File: config.mk
export PLATFORM = sky130hd
export DESIGN_NAME = riscv_timer_tickgen
export DESIGN_NICKNAME = d
export VERILOG_FILES = /design/src/rtl/riscv_timer_tickgen.sv
export SDC_FILE = /design/constraint.sdc
export NUM_CORES = 1
export LEC_CHECK = 0
export ABC_CLOCK_PERIOD_IN_PS = 3500
export CORE_AREA = 2 2 74 76
export CTS_BUF_LIST = sky130_fd_sc_hd__clkbuf_16
export DETAILED_ROUTE_END_ITERATION = 6
export DIE_AREA = 0 0 76 78
export HOLD_SLACK_MARGIN = 0.06
export PLACE_DENSITY = 0.79
export SLEW_MARGIN = 40
export SYNTH_ARGS = -nofsm -noshare
export SYNTH_HDL_FRONTEND = slang
export SYNTH_SLANG_ARGS = --single-unit
File: constraint.sdc
create_clock -name clk -period 3.5 [get_ports clk]
set_clock_uncertainty 0.2 [all_clocks]
set_input_delay 1.05 -clock clk [delete_from_list [all_inputs] [get_ports clk]]
set_output_delay 1.05 -clock clk [all_outputs]
set_load 0.02 [all_outputs]
File: src/rtl/riscv_timer_tickgen.sv
// APB-programmable tick source for the machine timer: internal divider or synchronised external NRZ.
// Optional external path enabled by defining RISCV_TIMER_TICKGEN_EXT_SRC_EN.
module riscv_timer_tickgen #(
    parameter int unsigned DIV_W = 16
) (
    input  logic        clk,
    input  logic        rst_n,
    input  logic [15:0] paddr,
    input  logic        psel,
    input  logic        penable,
    input  logic        pwrite,
    input  logic [31:0] pwdata,
    output logic [31:0] prdata,
    output logic        pready,
    output logic        pslverr,
    input  logic        tick_in,
    output logic        tick
);

    localparam logic [15:0] AddrCtrl   = 16'h0000;
    localparam logic [15:0] AddrDiv    = 16'h0004;
    localparam logic [15:0] AddrCount  = 16'h0008;
    localparam logic [15:0] AddrStatus = 16'h000C;

    logic             bus_wr;
    logic             wr_ctrl, wr_div, wr_status;
    logic             en_q, en_d;
    logic [DIV_W-1:0] div_q, div_d;
    logic [DIV_W-1:0] cnt_q, cnt_d;
    logic             tick_q, tick_d;
    logic             src;
    logic             ext_edge;
    logic             ext_seen;
    logic             unused_in;

    assign bus_wr    = psel && penable && pwrite;
    assign wr_ctrl   = bus_wr && (paddr == AddrCtrl);
    assign wr_div    = bus_wr && (paddr == AddrDiv);
    assign wr_status = bus_wr && (paddr == AddrStatus);

    assign pready  = 1'b1;
    assign pslverr = 1'b0;
    assign tick    = tick_q;

`ifdef RISCV_TIMER_TICKGEN_EXT_SRC_EN
    logic src_q;
    logic s1_q, s2_q, s3_q;
    logic ext_seen_q, ext_seen_d;

    // Sync chain runs regardless of EN/SRC so EXT_SEEN always observes edges.
    always_ff @(posedge clk or negedge rst_n) begin
        if (!rst_n) begin
            src_q      <= 1'b0;
            s1_q       <= 1'b0;
            s2_q       <= 1'b0;
            s3_q       <= 1'b0;
            ext_seen_q <= 1'b0;
        end else begin
            if (wr_ctrl) src_q <= pwdata[1];
            s1_q       <= tick_in;
            s2_q       <= s1_q;
            s3_q       <= s2_q;
            ext_seen_q <= ext_seen_d;
        end
    end

    assign ext_edge = s2_q ^ s3_q;
    // A new edge outranks a simultaneous write-1-to-clear.
    assign ext_seen_d = (ext_seen_q && !(wr_status && pwdata[0])) || ext_edge;
    assign src        = src_q;
    assign ext_seen   = ext_seen_q;
    assign unused_in  = ^pwdata;
`else
    assign ext_edge  = 1'b0;
    assign src       = 1'b0;
    assign ext_seen  = 1'b0;
    assign unused_in = ^{pwdata, tick_in, wr_status};
`endif

    always_comb begin
        en_d   = en_q;
        div_d  = div_q;
        cnt_d  = cnt_q;
        tick_d = 1'b0;

        if (wr_ctrl) en_d = pwdata[0];
        if (wr_div)  div_d = pwdata[DIV_W-1:0];

        // Register writes reload the counter and suppress the tick for that cycle.
        if (wr_div) begin
            cnt_d = pwdata[DIV_W-1:0];
        end else if (wr_ctrl) begin
            cnt_d = div_q;
        end else if (en_q && !src) begin
            if (cnt_q <= DIV_W'(1)) begin
                tick_d = 1'b1;
                cnt_d  = div_q;
            end else begin
                cnt_d = cnt_q - DIV_W'(1);
            end
        end else begin
            cnt_d = div_q;
        end

        if (!wr_ctrl && !wr_div && en_q && src) tick_d = ext_edge;
    end

    always_ff @(posedge clk or negedge rst_n) begin
        if (!rst_n) begin
            en_q   <= 1'b0;
            div_q  <= DIV_W'(1);
            cnt_q  <= DIV_W'(1);
            tick_q <= 1'b0;
        end else begin
            en_q   <= en_d;
            div_q  <= div_d;
            cnt_q  <= cnt_d;
            tick_q <= tick_d;
        end
    end

    always_comb begin
        prdata = 32'd0;
        case (paddr)
            AddrCtrl:   prdata = {30'd0, src, en_q};
            AddrDiv:    prdata = 32'(div_q);
            AddrCount:  prdata = 32'(cnt_q);
            AddrStatus: prdata = {31'd0, ext_seen};
            default:    prdata = 32'd0;
        endcase
    end

endmodule

==> qor.yml, run 1 <==
cts-root-buf: "clkbuf_16"
synth_warnings: 0
final_cells: 368
violations: "setup timing"
peakVddDrop_uv: 204.4
start_util: 0.4295
synth_top_area_frac: 0.3697
leakagePower_uw: 0.001555
drtIter0Drc: 128
fillers: 405
core.rowCount: 26
antenna_found_initial: 0
yosysMostFrequentCell: "nand2_1"
hpwl_mm: 3.710
reg2regPathDepth: 7
grt_pass1_wl_mm: 9.887
worst_slack_ns: -0.1405
clk_pin_slew_ns: 0.05
io_buffers: 53
htree_num_levels: 2
die_area_sq_um: 5928
hold_depth: 2
rsz0062_at_grt: "true"
vias: 1969
yosys.area.top_type: "dfrtp_1"
ios: 89
wire_per_inst_um: 16.08
finalHoldViolCount: 0
yosys-top-cells-area: "dfrtp_1, nand2_1, buf_4"
power_density_nw_per_um2: 281.8
place_congestion: 0.7493
tritoncts: "built"
crit_chain: "buf_2, nor4_4, nor3b_2, and2_4, buf_12, a22o_1, buf_6"
dp.cells: 352
required_ns: 2.25
path_max_fanout: 8
track_usage: 0.2068
drt_wl_total_mm: 5.919
cp_slowest_cell: "nor3b_2"
finalSetupViolations: 15
worstHoldEndpoint: "div_q[0]$_DFFE_PN1P_"
yosysUniqueCellTypes: 38
crit_path_start_kind: "primary input"
max-cap-violations: 0
dieWidth_um: 76
synth-async-reset-ratio: 1.000
antenna_cells: 0
drtAntennaViolNets: 0
synthCells: 231
synth_area_per_cell_sq_um: 9.376
period_minus_slack_ns: 3.641
grt_pass1_vias: 1954
first_pass_iters: 4
outcome: "finished, violations left"
core-area_sq_um: 5042
synth-seq-cells: 34
end_kind: "primary output"
arrival_ns: 2.39
syn_to_final_growth_pct: 45.00
clk_latency_ns: 0.28
grt-ovfl-total: 0
final_max_slew_viol_count: 0
clock_path_buffers: 2
r2r_slack_ns: 0.97
viasPerCell: 5.351
post-route-drc-count: 0
r2r_end: "cnt_q[15]$_DFF_PN0_"
fmax_mhz: 274.7
die_height_um: 78
rr_startpoint: "cnt_q[0]$_DFF_PN1_"
fin_crit_sh: 1.040
cts_hold_buf: 0
fin_total_pwr_uw: 885.0
synth_area_sq_um: 2166
cts_buffers: 5
worstSetupPathType: "in -> out"
min_path_type: "reg -> reg"
yosys-top-cells-count: "nand2_1, dfrtp_1, buf_4, o211ai_1, a22o_1"
synth_edf_count: 0
grt_max_degree: 35
hp-start: "div_q[0]$_DFFE_PN1P_"
seq_area_frac_synth: 0.3940
drive_gt1_frac: 0.2752
nNetsFinal: 353
numClockSinks: 34
synth_flop_cell: "dfrtp_1"
max_stage_delay_ns: 0.28
==> layout by cell type (no fill, tap or decap), types with 7 or more instances in the layout <==
master	count
xnor2_1	8
nand2_1	53
o211ai_1	16
buf_6	21
o311ai_1	9
a22o_4	10
buf_4	16
dfrtp_1	32
clkdlybuf4s50_1	21
nor2_1	7
conb_1	18
==> per-layer routing <==
layer | global-route usage | routed length [um] | up-vias
met5 | 0 | 0 | -
met4 | 0.04545 | 68 | 0
met3 | 0.04535 | 289 | 9
met2 | 0.3536 | 2978 | 57
met1 | 0.2703 | 2582 | 962
li1 | - | - | 941
==> cell type report <==
type | instances | area [sq um] | area share
Multi-Input combinational cell | 177 | 1281 | 0.4080
Sequential cell | 34 | 853.3 | 0.2717
Timing Repair Buffer | 75 | 767.0 | 0.2442
Clock buffer | 5 | 125.1 | 0.03984
Tap cell | 70 | 87.58 | 0.02789
Inverter | 4 | 15.01 | 0.004781
Clock inverter | 3 | 11.26 | 0.003586
==> sequential cells by signal, indices dropped and copies added, names as in the netlist <==
register,flops
div_q,16
cnt_q,16
en_q,1
tick,1
==> what timing repair did <==
action                     CTS  global route
gates cloned                 2             0
hold endpoints to repair     0             0
pin swaps                   10             1
buffers inserted             6             0
setup endpoints to repair   16            16
gates resized for setup    154             4
==> per-stage QoR <==
step / hold slack [ns] / TNS [ns] / worst slack [ns] / cell area (sq um) / util
floorplan: 0.2463 / 0 / 0.005615 / 2333 / -
global placement: 0.2595 / -14.64 / -0.9606 / 2872 / 0.5695
detailed placement: 0.2728 / -14.95 / -0.9779 / 2872 / 0.5695
CTS: 0.2801 / -1.230 / -0.1232 / 3134 / 0.6216
global route: 0.2968 / -2.828 / -0.2319 / 3141 / 0.6228
finish: 0.2759 / -1.446 / -0.1405 / 3141 / 0.6228
==> power by group <==
part           internal (uW)  switching, uW
logic                   37.3           39.8
registers                394         0.0494
clock network            256            158
total                    687            198
==> worst max-delay path by stage <==
stage,start,to,slack [ns],cells past startpoint
after detailed placement,paddr[11],prdata[8],-0.98,7
final,paddr[10],prdata[14],-0.14,7
after floorplan,paddr[7],prdata[10],0.006,5
after global routing,paddr[8],prdata[5],-0.23,8
after global placement,paddr[15],prdata[11],-0.96,7
after CTS,paddr[8],prdata[14],-0.12,8
==> worst max-delay path, delay by kind of cell <==
kind / cells / cell delay (ns)
AOI/OAI and AO/OA: 1 / 0.17
buffers and inverters: 3 / 0.37
and+or+nand+nor: 3 / 0.79
==> cell families after synthesis <==
logic type | Yosys count | share of synthesized area
flops | 34 | 0.3940
xor+xnor | 14 | 0.05662
fa+ha+maj | 2 | 0.01155
simple gates | 92 | 0.2282
mux | 1 | 0.004622
compound gates | 50 | 0.1982
other cells | 2 | 0.003467
buf+inv | 36 | 0.1034
Power figures use the tool's default switching activity.
==> run 2, diff against run 1 <==
--- a/config.mk
+++ b/config.mk
@@ -6,12 +6,12 @@
 export NUM_CORES = 1
 export LEC_CHECK = 0
 export ABC_CLOCK_PERIOD_IN_PS = 3500
-export CORE_AREA = 2 2 74 76
+export CORE_AREA = 2 2 88 90
 export CTS_BUF_LIST = sky130_fd_sc_hd__clkbuf_16
 export DETAILED_ROUTE_END_ITERATION = 6
-export DIE_AREA = 0 0 76 78
+export DIE_AREA = 0 0 90 92
 export HOLD_SLACK_MARGIN = 0.06
-export PLACE_DENSITY = 0.79
+export PLACE_DENSITY = 0.59
 export SLEW_MARGIN = 40
 export SYNTH_ARGS = -nofsm -noshare
 export SYNTH_HDL_FRONTEND = slang
==> run 2 against run 1 <==
  * The run still ends with setup timing left
  * Combinational power about the same
  * Final cell count increased by 7.6%
  * Die area increased by 40%
  * Worst hold slack improved by 0.0071 ns
  * Non-clock buffer count decreased by 4
  * Global-route usage decreased by 5.0 points
  * Via count decreased by 4.3%
  * Setup slack got worse by 0.0041 ns
  * Utilization decreased by 20 points
  * Count of clock-buffer cells in the layout unchanged
  * Critical path type unchanged
  * Largest power group unchanged
  * Highest routed layer unchanged
==> qor.yml, run 2 (synthesized netlist as in run 1, its figures left out) <==
clock_path_buffers: 2
core-area_sq_um: 7447
post-route-drc-count: 0
fillers: 758
viasPerCell: 4.760
post_dp_cell_area_sq_um: 2912
nNetsFinal: 349
outcome: "finished, violations left"
arrival_ns: 2.39
required_ns: 2.25
worstSetupPathType: "in -> out"
r2r_end: "cnt_q[4]$_DFF_PN0_"
seqCellArea_sq_um: 853.3
worst_slack_ns: -0.1446
leakagePower_uw: 0.001552
cp-endpoint: "prdata[11]"
drtAntennaViolNets: 0
hold_slack_ns: 0.2830
rsz0062_at_grt: "true"
max-cap-violations: 0
finalInstanceArea_sq_um: 3174
grt_pass1_vias: 2022
antenna_found_initial: 0
fin_crit_sh: 1.041
power_density_nw_per_um2: 332.9
path_max_fanout: 8
wire_per_inst_um: 15.25
htree_num_levels: 2
drive_gt1_frac: 0.2721
period_minus_slack_ns: 3.645
reg2regPathDepth: 7
hpwl_mm: 3.929
r2r_slack_ns: 0.96
grt_pass1_wl_mm: 10.38
drtIter0Drc: 82
track_usage: 0.1563
cts-root-buf: "clkbuf_16"
violations: "setup timing"
drt_wl_total_mm: 6.040
final_max_slew_viol_count: 0
peakVddDrop_uv: 170.3
syn_to_final_growth_pct: 46.56
die_height_um: 92
place_congestion: 0.7669
numClockSinks: 34
start_util: 0.2908
tritoncts: "built"
final_common_cell: "nand2_1"
io_buffers: 53
fin_total_pwr_uw: 1057
finalHoldViolCount: 0
clk_pin_slew_ns: 0.05
vias: 1885
antenna_cells: 0
dieWidth_um: 90
end_kind: "primary output"
ios: 89
reg_top3: "cnt_q: 16 flops, div_q: 16 flops"
crit_start: "paddr[10]"
clk_latency_ns: 0.29
finalSetupViolations: 15
grt-ovfl-total: 0
min_path_type: "reg -> reg"
grt_max_degree: 35
core.rowCount: 32
fmax_mhz: 274.4
rr_startpoint: "cnt_q[0]$_DFF_PN1_"
multi_input_area_sq_um: 1287
die_area_sq_um: 8280
final_cell_mix: "nand2_1, dfrtp_1, buf_6"
cts_buffers: 5
tns_ns: -1.350
first_pass_iters: 4
crit_path_start_kind: "primary input"
[run 2: how the worst min path moves through the flow]
stage                     cells past startpoint                    to            startpoint  slack, ns
final                                         2  div_q[0]$_DFFE_PN1P_  div_q[0]$_DFFE_PN1P_       0.28
after global routing                          2  div_q[0]$_DFFE_PN1P_  div_q[0]$_DFFE_PN1P_       0.31
after CTS                                     2  div_q[0]$_DFFE_PN1P_  div_q[0]$_DFFE_PN1P_       0.29
after detailed placement                      2  div_q[0]$_DFFE_PN1P_  div_q[0]$_DFFE_PN1P_       0.28
after global placement                        2  div_q[0]$_DFFE_PN1P_  div_q[0]$_DFFE_PN1P_       0.26
after floorplan                               2  div_q[0]$_DFFE_PN1P_  div_q[0]$_DFFE_PN1P_       0.25
[run 2: critical path, stage by stage]
cell,delay (ns)
buf_6,0.09
nor4_4,0.32
nand4_2,0.17
nor3b_4,0.27
buf_6,0.19
a22o_1,0.17
buf_6,0.12
[run 2: per-layer routing]
metal	up-vias	GRT usage	part of all wire
met5	-	0	0
met3	7	0.03533	0.039
met4	0	0.03462	0.0094
li1	927	-	-
met1	915	0.2038	0.46
met2	36	0.2657	0.49
[run 2: report_power, final]
group / switching [uW] / total [uW] / internal [uW]
registers: 0.0497 / 393 / 393
logic: 39.8 / 77.2 / 37.4
clock network: 177 / 586 / 409
[run 2: repair_timing]
action,CTS,global route
gates resized for setup,152,6
buffers inserted,6,0
endpoints found under the setup margin,16,16
gates cloned,2,0
hold buffers,0,0
pin swaps,17,7
[run 2: final cells by class]
class                   count  share of cell area
repair buffers             71              0.2196
inverters                   4            0.004730
flip-flops and latches     34              0.2688
multi-input cells         177              0.4056
well taps                 102             0.04020
clock buffers               5             0.03942
clock inverters             3             0.02168
[run 2: per-stage QoR]
| step | std cells | setup slack [ns] | util |
|---|---|---|---|
| 2_1_floorplan | 247 | 0.005615 | - |
| 3_3_place_gp | 384 | -0.9995 | 0.3910 |
| 3_5_place_dp | 384 | -1.010 | 0.3910 |
| 4_1_cts | 400 | -0.1856 | 0.4358 |
| 5_1_grt | 396 | -0.2198 | 0.4262 |
| 6_report | 396 | -0.1446 | 0.4262 |
==> run 3, diff against run 2 <==
--- a/config.mk
+++ b/config.mk
@@ -11,6 +11,7 @@
 export DETAILED_ROUTE_END_ITERATION = 6
 export DIE_AREA = 0 0 90 92
 export HOLD_SLACK_MARGIN = 0.06
+export MAX_ROUTING_LAYER = met4
 export PLACE_DENSITY = 0.59
 export SLEW_MARGIN = 40
 export SYNTH_ARGS = -nofsm -noshare
==> run 3 against run 2 <==
  * The run still ends with setup timing left
  * Critical path depth unchanged
  * Largest cell class unchanged
  * Flip-flop and latch count is the same
  * Routed wire length about the same
==> qor.yml, run 3 (synthesized netlist as in run 1, its figures left out) <==
grt_busiest_layer: "met2"
die_area_sq_um: 8280
grt_pass1_vias: 2018
reg_top3: "cnt_q: 16 flops, div_q: 16 flops"
vias: 1892
use_met3: 0.03451
outcome: "finished, violations left"
leakagePower_uw: 0.001552
met1_usage: 0.2043
post-route-drc-count: 0
max_stage_delay_ns: 0.32
start_util: 0.2908
max-cap-violations: 0
final_max_slew_viol_count: 0
min_path_type: "reg -> reg"
first_pass_iters: 4
fin_util: 0.4262
crit_chain: "buf_6, nor4_4, nand4_2, nor3b_4, buf_6, a22o_1, buf_6"
syn_to_final_growth_pct: 46.56
clk_latency_ns: 0.29
ios: 89
hpwl_mm: 3.929
finalHoldViolCount: 0
arrival_ns: 2.39
die_height_um: 92
worst_slack_ns: -0.1416
numClockSinks: 34
finalInstanceArea_sq_um: 3174
drt_wl_total_mm: 6.036
cts-root-buf: "clkbuf_16"
nNetsFinal: 349
peakVddDrop_uv: 170.4
cp_common_cell: "buf_6"
grt-ovfl-total: 0
path_max_fanout: 8
drive_gt1_frac: 0.2721
place_congestion: 0.7771
grt_max_degree: 35
viasPerCell: 4.778
track_usage: 0.1607
htree_num_levels: 2
fin_crit_sh: 1.040
drtIter0Drc: 81
wire_per_inst_um: 15.24
met2_usage: 0.2657
tritoncts: "built"
core.rowCount: 32
finalSetupViolations: 15
cts_buffers: 5
post_dp_cell_area_sq_um: 2912
antenna_found_initial: 0
core-area_sq_um: 7447
clock_path_buffers: 2
tns_ns: -1.315
antenna_cells: 0
io_buffers: 53
worstSetupPathType: "in -> out"
drtAntennaViolNets: 0
clk_pin_slew_ns: 0.05
crit_path_start_kind: "primary input"
rsz0062_at_grt: "true"
power_density_nw_per_um2: 333.3
dieWidth_um: 90
grt_pass1_wl_mm: 10.41
required_ns: 2.25
fmax_mhz: 274.6
violations: "setup timing"
cp_slowest_cell: "nor4_4"
final_common_cell: "nand2_1"
end_kind: "primary output"
period_minus_slack_ns: 3.642
final_cell_mix: "nand2_1, dfrtp_1, buf_6"
fillers: 758
==> run 3: cell counts in the layout (fill, tap and decap cells not counted) <==
No cell type changed its count.
==> run 3: cell type report <==
class                           instances  area (sq um)  share of cell area
Clock buffer                            5         125.1             0.03942
Clock inverter                          3         68.82             0.02168
Inverter                                4         15.01            0.004730
Multi-Input combinational cell        177          1287              0.4056
Sequential cell                        34         853.3              0.2688
Tap cell                              102         127.6             0.04020
Timing Repair Buffer                   71         696.9              0.2196
==> run 3: where the power goes <==
group	internal, uW	total, uW	switching (uW)
clock	409	588	178
sequential	393	393	0.0497
combinational	37.4	77.2	39.8
total	840	1060	218
==> run 3: repair_timing <==
item,4_1_cts,5_1_grt
endpoints found under the hold margin,0,0
gates cloned,2,0
pin swaps,17,7
setup endpoints to repair,16,16
resized for setup,152,6
hold buffers,0,0
buffers inserted,6,0
==> run 3: per-stage QoR <==
stage	hold slack [ns]	power, uW	setup WS, ns	instances
3_3_place_gp	0.2612	477.3	-0.9995	384
4_1_cts	0.2886	1067	-0.1856	400
5_1_grt	0.3063	1092	-0.2198	396
3_5_place_dp	0.2788	477.9	-1.010	384
6_report	0.2825	1058	-0.1416	396
2_1_floorplan	0.2463	437.2	0.005615	247
==> run 3: layer usage <==
metal,vias to the layer above,wire length (um)
li1,927,-
met1,924,2781
met2,35,2987
met3,6,220
met4,0,46
met5,-,0
==> run 3: path summary, 6_finish.rpt <==
kind	slack (ns)	depth (start not counted)	start	to
setup / recovery	-0.14	7	paddr[10]	prdata[11]
hold / removal	0.28	2	div_q[0]$_DFFE_PN1P_	div_q[0]$_DFFE_PN1P_
setup reg to reg	0.95	7	cnt_q[0]$_DFF_PN1_	cnt_q[4]$_DFF_PN0_
hold reg to reg	0.28	2	div_q[0]$_DFFE_PN1P_	div_q[0]$_DFFE_PN1P_
max in group asynchronous	1.75	2	rst_n	cnt_q[0]$_DFF_PN1_
min in group asynchronous	0.98	2	rst_n	cnt_q[7]$_DFF_PN0_
==> run 3: worst max-delay path: cells and delay by family <==
family / cells / cell delay (ns)
AO/OA/AOI/OAI: 1 / 0.17
AND/OR/NAND/NOR: 3 / 0.75
buffers and inverters: 3 / 0.39
